<file path="src/rtl/la_ioringcfg.sv">
`default_nettype none
// ============================================================================
//  Module      : la_ioringcfg
//  Description : Serial configuration loader for a chain of IO pad cells.
//                Accepts one CW-bit word per pad over valid/ready, shifts
//                each word LSB first on a divided shift clock, and pulses
//                the ring latch after the last pad's word.
//  Revision    : 1.0 - initial release
// ============================================================================
module la_ioringcfg #(
   parameter int N   = 16,
   parameter int CW  = 4,
   parameter int DIV = 2
) (
   input  logic          clk,
   input  logic          nreset,
   input  logic          cfg_valid,
   input  logic [CW-1:0] cfg_data,
   output logic          cfg_ready,
   input  logic          abort,
   output logic          busy,
   output logic          done,
   output logic [7:0]    ioring
);

   localparam int c_WW = (N   > 1) ? $clog2(N)   : 1;
   localparam int c_BW = (CW  > 1) ? $clog2(CW)  : 1;
   localparam int c_DW = (DIV > 1) ? $clog2(DIV) : 1;

   localparam logic [c_WW-1:0] c_WLAST = c_WW'(N - 1);
   localparam logic [c_BW-1:0] c_BLAST = c_BW'(CW - 1);
   localparam logic [c_DW-1:0] c_DLAST = c_DW'(DIV - 1);

   typedef enum logic [1:0] {
      IDLE  = 2'd0,
      SLO   = 2'd1,
      SHI   = 2'd2,
      LATCH = 2'd3
   } state_t;

   state_t          r_state, w_state_nxt;
   logic [c_WW-1:0] r_wcnt,  w_wcnt_nxt;
   logic [c_BW-1:0] r_bcnt,  w_bcnt_nxt;
   logic [c_DW-1:0] r_dcnt,  w_dcnt_nxt;
   logic [CW-1:0]   r_shreg, w_shreg_nxt;
   logic            r_sclk,  w_sclk_nxt;
   logic            r_sdata, w_sdata_nxt;
   logic            r_latch, w_latch_nxt;
   logic            r_done,  w_done_nxt;
   logic            w_dlast;

   assign w_dlast   = (r_dcnt == c_DLAST);
   assign cfg_ready = (r_state == IDLE) && !abort;
   assign busy      = (r_state != IDLE) || (r_wcnt != '0);
   assign done      = r_done;
   assign ioring    = {5'b0_0000, r_latch, r_sdata, r_sclk};

   // Next-state, counter and shift logic; ring pins are derived from the
   // next state so the registered pins line up with the state they describe.
   always_comb begin
      w_state_nxt = r_state;
      w_wcnt_nxt  = r_wcnt;
      w_bcnt_nxt  = r_bcnt;
      w_dcnt_nxt  = r_dcnt;
      w_shreg_nxt = r_shreg;
      w_done_nxt  = 1'b0;
      if (abort) begin
         w_state_nxt = IDLE;
         w_wcnt_nxt  = '0;
         w_bcnt_nxt  = '0;
         w_dcnt_nxt  = '0;
      end else begin
         case (r_state)
            IDLE: begin
               if (cfg_valid) begin
                  w_shreg_nxt = cfg_data;
                  w_bcnt_nxt  = '0;
                  w_dcnt_nxt  = '0;
                  w_state_nxt = SLO;
               end
            end
            SLO: begin
               if (w_dlast) begin
                  w_dcnt_nxt  = '0;
                  w_state_nxt = SHI;
               end else begin
                  w_dcnt_nxt = r_dcnt + c_DW'(1);
               end
            end
            SHI: begin
               if (w_dlast) begin
                  w_dcnt_nxt  = '0;
                  w_shreg_nxt = r_shreg >> 1;
                  if (r_bcnt == c_BLAST) begin
                     if (r_wcnt == c_WLAST) begin
                        w_wcnt_nxt  = '0;
                        w_state_nxt = LATCH;
                     end else begin
                        w_wcnt_nxt  = r_wcnt + c_WW'(1);
                        w_state_nxt = IDLE;
                     end
                  end else begin
                     w_bcnt_nxt  = r_bcnt + c_BW'(1);
                     w_state_nxt = SLO;
                  end
               end else begin
                  w_dcnt_nxt = r_dcnt + c_DW'(1);
               end
            end
            LATCH: begin
               if (w_dlast) begin
                  w_dcnt_nxt  = '0;
                  w_done_nxt  = 1'b1;
                  w_state_nxt = IDLE;
               end else begin
                  w_dcnt_nxt = r_dcnt + c_DW'(1);
               end
            end
            default: w_state_nxt = IDLE;
         endcase
      end
      w_sclk_nxt  = (w_state_nxt == SHI);
      w_sdata_nxt = ((w_state_nxt == SLO) || (w_state_nxt == SHI)) && w_shreg_nxt[0];
      w_latch_nxt = (w_state_nxt == LATCH);
   end

   // State, counters and flop-driven ring pins.
   always_ff @(posedge clk or negedge nreset) begin
      if (!nreset) begin
         r_state <= IDLE;
         r_wcnt  <= '0;
         r_bcnt  <= '0;
         r_dcnt  <= '0;
         r_shreg <= '0;
         r_sclk  <= 1'b0;
         r_sdata <= 1'b0;
         r_latch <= 1'b0;
         r_done  <= 1'b0;
      end else begin
         r_state <= w_state_nxt;
         r_wcnt  <= w_wcnt_nxt;
         r_bcnt  <= w_bcnt_nxt;
         r_dcnt  <= w_dcnt_nxt;
         r_shreg <= w_shreg_nxt;
         r_sclk  <= w_sclk_nxt;
         r_sdata <= w_sdata_nxt;
         r_latch <= w_latch_nxt;
         r_done  <= w_done_nxt;
      end
   end

endmodule
`default_nettype wire

</file>
<file path="config.mk">
export PLATFORM = sky130hd
export DESIGN_NAME = la_ioringcfg
export DESIGN_NICKNAME = d
export VERILOG_FILES = /design/src/rtl/la_ioringcfg.sv
export SDC_FILE = /design/constraint.sdc
export NUM_CORES = 1
export LEC_CHECK = 0
export CORE_MARGIN = 2
export CORE_UTILIZATION = 50
export CTS_CLUSTER_DIAMETER = 80
export DETAILED_ROUTE_END_ITERATION = 16
export GPL_TIMING_DRIVEN = 0
export HOLD_SLACK_MARGIN = 0.06
export PLACE_DENSITY = 0.78
export SLEW_MARGIN = 10
export SYNTH_ARGS = -nofsm -noshare
export SYNTH_HDL_FRONTEND = slang
export SYNTH_SLANG_ARGS = --single-unit
</file>
<file path="constraint.sdc">
create_clock -name clk -period 4.7 [get_ports clk]
set_clock_uncertainty 0.05 [all_clocks]
set_input_delay 0.47 -clock clk [delete_from_list [all_inputs] [get_ports clk]]
set_output_delay 0.47 -clock clk [all_outputs]
set_load 0.1 [all_outputs]
</file>
==> results of run 1 <==
Yosys cell counts:
cell | number | area, um2
buf_4 | 8 | 60.06
or4_1 | 1 | 7.510
dfrtp_1 | 17 | 425.4
nand4_1 | 1 | 6.260
nor2_1 | 11 | 41.29
nand2b_1 | 1 | 6.260
inv_1 | 6 | 22.52
mux2i_1 | 2 | 20.02
o21ai_1 | 1 | 5.000
nand2_1 | 11 | 41.29
a22o_1 | 1 | 8.760
a21oi_1 | 5 | 25.02
or3_1 | 1 | 6.260
and3_1 | 2 | 12.51
clkbuf_1 | 1 | 3.750
and2_2 | 1 | 7.510
mux2_1 | 1 | 11.26
nor2b_4 | 1 | 13.76
conb_1 | 1 | 3.750
o211ai_1 | 2 | 15.01
a32oi_1 | 2 | 17.52
xor2_1 | 1 | 8.760
o21ai_0 | 5 | 25.02
nor3_1 | 1 | 5.000
buf_6 | 3 | 33.78
nand2_2 | 1 | 6.260
ha_1 | 3 | 37.54
nand3_1 | 4 | 20.02
a31oi_1 | 2 | 12.51
clkbuf_8 | 1 | 13.76
o21a_1 | 1 | 7.510
or2_2 | 1 | 6.260
nor3b_1 | 1 | 7.510
and2_1 | 1 | 6.260
layer usage:
metal,part of all wire,global-route usage,routed length (um),up-vias
met5,0,0,0,-
met4,0.0047,0.06486,8,0
met3,0.056,0.03396,94,2
met2,0.48,0.3081,807,25
met1,0.46,0.2143,780,348
li1,-,-,-,372
final cells by class:
class	count	area, um2	area share
buffer	13	111.4	0.09653
clock buffer	4	26.28	0.02278
inverter	6	22.52	0.01952
multi-input combinational	70	406.6	0.3525
sequential	17	425.4	0.3688
tap	25	31.28	0.02711
timing repair buffer	13	130.1	0.1128
stage by stage:
stage,hold WS (ns),setup slack (ns),instances
final,0.4440,1.659,148
after global routing,0.4859,1.542,148
after CTS,0.4497,1.654,148
after detailed placement,0.4318,1.660,144
after global placement,0.4212,1.653,144
after floorplan,0.1244,1.491,106
critical path: cells and delay by family:
kind	cells	cell delay, ns
AND/OR/NAND/NOR	1	0.18
buffers and inverters	3	1.86
worst paths after layout:
| kind | from | endpoint | slack, ns | depth (start not counted) |
|---|---|---|---|---|
| setup / recovery | abort | cfg_ready | 1.66 | 4 |
| max in group asynchronous | nreset | r_shreg[2]$_DFFE_PN0P_ | 3.57 | 1 |
| hold reg to reg | r_shreg[2]$_DFFE_PN0P_ | r_shreg[2]$_DFFE_PN0P_ | 0.44 | 2 |
| min in group asynchronous | nreset | r_wcnt[1]$_DFFE_PN0P_ | 0.56 | 1 |
| setup reg to reg | r_wcnt[0]$_DFFE_PN0P_ | r_sdata$_DFF_PN0_ | 2.85 | 6 |
| hold / removal | r_shreg[2]$_DFFE_PN0P_ | r_shreg[2]$_DFFE_PN0P_ | 0.44 | 2 |
sequential cells by signal (all words and copies together) (netlist names):
| signal | cells |
|---|---|
| r_shreg | 4 |
| r_sclk | 1 |
| r_sdata | 1 |
| r_latch | 1 |
| r_state | 2 |
| r_bcnt | 2 |
| done | 1 |
| r_wcnt | 4 |
| r_dcnt | 1 |
where the power goes:
group          leakage (nW)  internal (mW)  switching (mW)  total [mW]
Clock                0.0150         0.0330          0.0447      0.0777
Combinational         0.296         0.0289          0.0668      0.0957
Sequential            0.230          0.156         0.00437       0.160
cell families after synthesis:
family / Yosys count / share of synthesized area
compound gates: 19 / 0.1224
xor+xnor: 1 / 0.009212
fa+ha+maj: 3 / 0.03948
buf+inv: 19 / 0.1408
flops: 17 / 0.4474
mux: 3 / 0.03289
other cells: 1 / 0.003944
simple gates: 39 / 0.2040
==> results.cfg, run 1 <==
[pwr]
totalPowerFinal_mw = 0.3333
leakage_nw = 0.5416
vdd_drop_max_v = 0.0001723
powerDensity_mw_per_mm2 = 288.9

[placed_design]
place.gp.congestion = 0.7273
place_hpwl_mm = 1.279
io_buffer_count = 13
place_area_mm2 = 0.001127

[global_routing]
grt_pass1_wl_mm = 2.773
antenna_found_initial = 0
grt.total_usage = 0.1758
grt_pass1_vias = 670
grt-ovfl-total = 0
grt_max_degree = 18

[critical_path]
cp_slowest_cell = clkdlybuf4s50_1
slowest_delay_ns = 1.15
cpMostUsedCell = clkdlybuf4s50_1
end_kind = primary output
critPathLaunchType = primary input
cp.required_ns = 4.18
cp_cell_sequence = clkdlybuf4s50_1, clkbuf_1, nor3_1, clkdlybuf4s50_1
arrival_ns = 2.52
criticalPathCategory = in2out
cp_max_fo = 10

[logic_synthesis]
synth_cell_types = 34
syn_inst = 102
seq_area_frac_synth = 0.4474
syn_avg_cell_area_um2 = 9.323
ys_ff_latch = 17
syn_area_um2 = 950.9
yosys_warnings = 0

[job]
cap_viol_max_count = 0

[floorplan]
placementRows = 15
ioPinCount = 19
fp.dieW_um = 47.61
die_area_mm2 = 0.002267
coreArea_mm2 = 0.001764
initial_core_util = 0.5390
die_h_um = 47.61

[sta]
final-max-slew-violation-count = 0
setup_violations = 0
hold_viol = 0
relSlewSlack = 0.3559
period_needed_ns = 3.041
period_share = 0.6470
fmax_ghz = 0.3288
worst_pin_slew_ns = 0.9631
tns_ns = 0
rsz0062_at_grt = false

[routing]
firstDrtPassIters = 6
vias = 747
drt_iter0_drc = 13
wire_per_inst_um = 11.43
drc = 0
finalWirelength_mm = 1.691
ant_nets = 0
vias_per_cell = 5.047

[cts]
cts_tree = yes
clk_pin_slew_ns = 0.09
insertion_delay_ns = 0.29
ctsResizeCount = 0
cts_root_buf = clkbuf_4
cts_hold_buf = 0
post_cts_buffers = 0
cts-htree-levels = 1
clock-sinks = 17
clock_path_buffers = 2
cts_made_buffers = 3

[final_layout]
finalInstanceArea_mm2 = 0.001154
layout_common_cells = dfrtp_1, clkdlybuf4s50_1, nand2_1, nor2_1, buf_4
num-fill-cells = 156
final_common_cell = dfrtp_1
syn2layout_area_growth_pct = 21.32
layout-drive-gt1-share = 0.1545
post-route-util = 0.6539
layout.nets = 135
diodes = 0

[worst_hold_path]
hp-class = reg2reg

[status]
status = completed
(Power assumes the default switching activity.)
==> run 2, diff against run 1 <==
--- a/config.mk
+++ b/config.mk
@@ -6,12 +6,12 @@
 export NUM_CORES = 1
 export LEC_CHECK = 0
 export CORE_MARGIN = 2
-export CORE_UTILIZATION = 50
+export CORE_UTILIZATION = 49
 export CTS_CLUSTER_DIAMETER = 80
 export DETAILED_ROUTE_END_ITERATION = 16
 export GPL_TIMING_DRIVEN = 0
 export HOLD_SLACK_MARGIN = 0.06
-export PLACE_DENSITY = 0.78
+export PLACE_DENSITY = 0.77
 export SLEW_MARGIN = 10
 export SYNTH_ARGS = -nofsm -noshare
 export SYNTH_HDL_FRONTEND = slang
==> constraint.sdc (replaced) <==
create_clock -name clk -period 2.85 [get_ports clk]
set_clock_uncertainty 0.05 [all_clocks]
set_input_delay 0.285 -clock clk [delete_from_list [all_inputs] [get_ports clk]]
set_output_delay 0.285 -clock clk [all_outputs]
set_load 0.1 [all_outputs]
==> run 2 against run 1 <==
  * Wire length decreased by 4.3%
  * Count of clock-buffer cells in the layout decreased by 1
  * Cell count unchanged
  * Sequential share of layout area decreased by 0.20 points
  * Clock power increased by 61%
  * Global-route usage decreased by 0.37 points
  * Final area increased by 0.54%
  * Combinational power increased by 65%
  * Critical path type unchanged
==> results.cfg, run 2 (synthesized netlist as in run 1, its figures left out) <==
[cts]
clk_pin_slew_ns = 0.10
cts_hold_buf = 0
clock-sinks = 17
clock_path_buffers = 2
ctsResizeCount = 0
cts_made_buffers = 3
cts-htree-levels = 1
cts_root_buf = clkbuf_4
insertion_delay_ns = 0.28
cts_tree = yes
post_cts_buffers = 0

[pwr]
vdd_drop_max_v = 0.0003114
totalPowerFinal_mw = 0.5461
powerDensity_mw_per_mm2 = 470.8
leakage_nw = 0.5465

[sta]
worst_pin_slew_ns = 0.9656
setup_violations = 0
rsz0062_at_grt = false
final-max-slew-violation-count = 0
period_needed_ns = 2.644
hold_viol = 0
period_share = 0.9276
tns_ns = 0
fmax_ghz = 0.3783
relSlewSlack = 0.3542

[final_layout]
layout-drive-gt1-share = 0.1707
layoutNonFillerInstCount = 148
layout.nets = 135
layout_common_cells = dfrtp_1, clkdlybuf4s50_1, nand2_1, nor2_1, buf_4
reg.largest.list = r_shreg (4), r_wcnt (4)
post-route-util = 0.6505
syn2layout_area_growth_pct = 21.97
final_common_cell = dfrtp_1
diodes = 0

[routing]
firstDrtPassIters = 4
drc = 0
drt_iter0_drc = 5
vias_per_cell = 4.926
ant_nets = 0
finalWirelength_mm = 1.618
wire_per_inst_um = 10.93
vias = 729

[placed_design]
io_buffer_count = 13
place_hpwl_mm = 1.255
placed_cells = 144
place.gp.congestion = 0.7116

[global_routing]
antenna_found_initial = 0
grt.total_usage = 0.1721
grt_pass1_wl_mm = 2.760
grt_max_degree = 18
grt-ovfl-total = 0
grt_pass1_vias = 714

[worst_hold_path]
hp-class = in2async

[critical_path]
criticalPathCategory = in2out
r2r-start = r_wcnt[0]$_DFFE_PN0P_
r2r_setup_slack_ns = 1.01
r2r-end = r_sdata$_DFF_PN0_
cp.required_ns = 2.52
r2r_cells = 6
cp_max_fo = 10
end_kind = primary output
arrival_ns = 2.31
critPathLaunchType = primary input

[floorplan]
die_area_mm2 = 0.002309
coreArea_mm2 = 0.001783
die_h_um = 48.05
initial_core_util = 0.5333
fp.dieW_um = 48.05
ioPinCount = 19
placementRows = 15

[status]
status = completed

[job]
cap_viol_max_count = 0
-- run 2: cell types whose count changed in the layout (fill, tap and decap cells not counted), sizes merged --
cell and delta:
clkbuf -1, clkinv +1
-- run 2: through the flow --
step	area [um2]	hold slack [ns]	setup WS, ns
after floorplan	970.9	-0.06059	0.8062
final	1160	0.3865	0.2063
after detailed placement	1132	0.4297	0.2062
after CTS	1160	0.4109	0.1890
after global placement	1132	0.4202	0.1990
after global routing	1160	0.4595	0.1215
-- run 2: final cells by class --
cell class                      instances  area [um2]
Fill cell                             147       623.1
Clock buffer                            3       22.52
Tap cell                               25       31.28
Clock inverter                          1       5.005
Timing Repair Buffer                   13       130.1
Buffer                                 13       111.4
Multi-Input combinational cell         70       411.6
Inverter                                6       22.52
Sequential cell                        17       425.4
-- run 2: how the worst max path moves through the flow --
stage	startpoint	endpoint	slack [ns]	depth (start not counted)
finish	abort	cfg_ready	0.21	4
global placement	abort	cfg_ready	0.20	4
floorplan	r_state[0]$_DFF_PN0_	cfg_ready	0.81	2
global route	abort	cfg_ready	0.12	4
CTS	abort	cfg_ready	0.19	4
detailed placement	abort	cfg_ready	0.21	4
-- run 2: critical path: stages --
cell and delay [ns]:
clkdlybuf4s50_1 0.46, clkbuf_1 0.26, nor3_2 0.15, clkdlybuf4s50_1 1.15
-- run 2: routing by layer --
layer	track usage	part of all wire	up-vias
li1	-	-	372
met1	0.2158	0.45	336
met2	0.2987	0.50	19
met3	0.02264	0.045	2
met4	0.06486	0.0062	0
met5	0	0	-
-- run 2: power breakdown --
| group | total, mW | leakage [nW] | switching (mW) | internal [mW] |
|---|---|---|---|---|
| combinational | 0.158 | 0.298 | 0.110 | 0.0479 |
| clock | 0.125 | 0.0177 | 0.0733 | 0.0520 |
| sequential | 0.263 | 0.230 | 0.00651 | 0.256 |
| total | 0.546 | 0.547 | 0.190 | 0.356 |
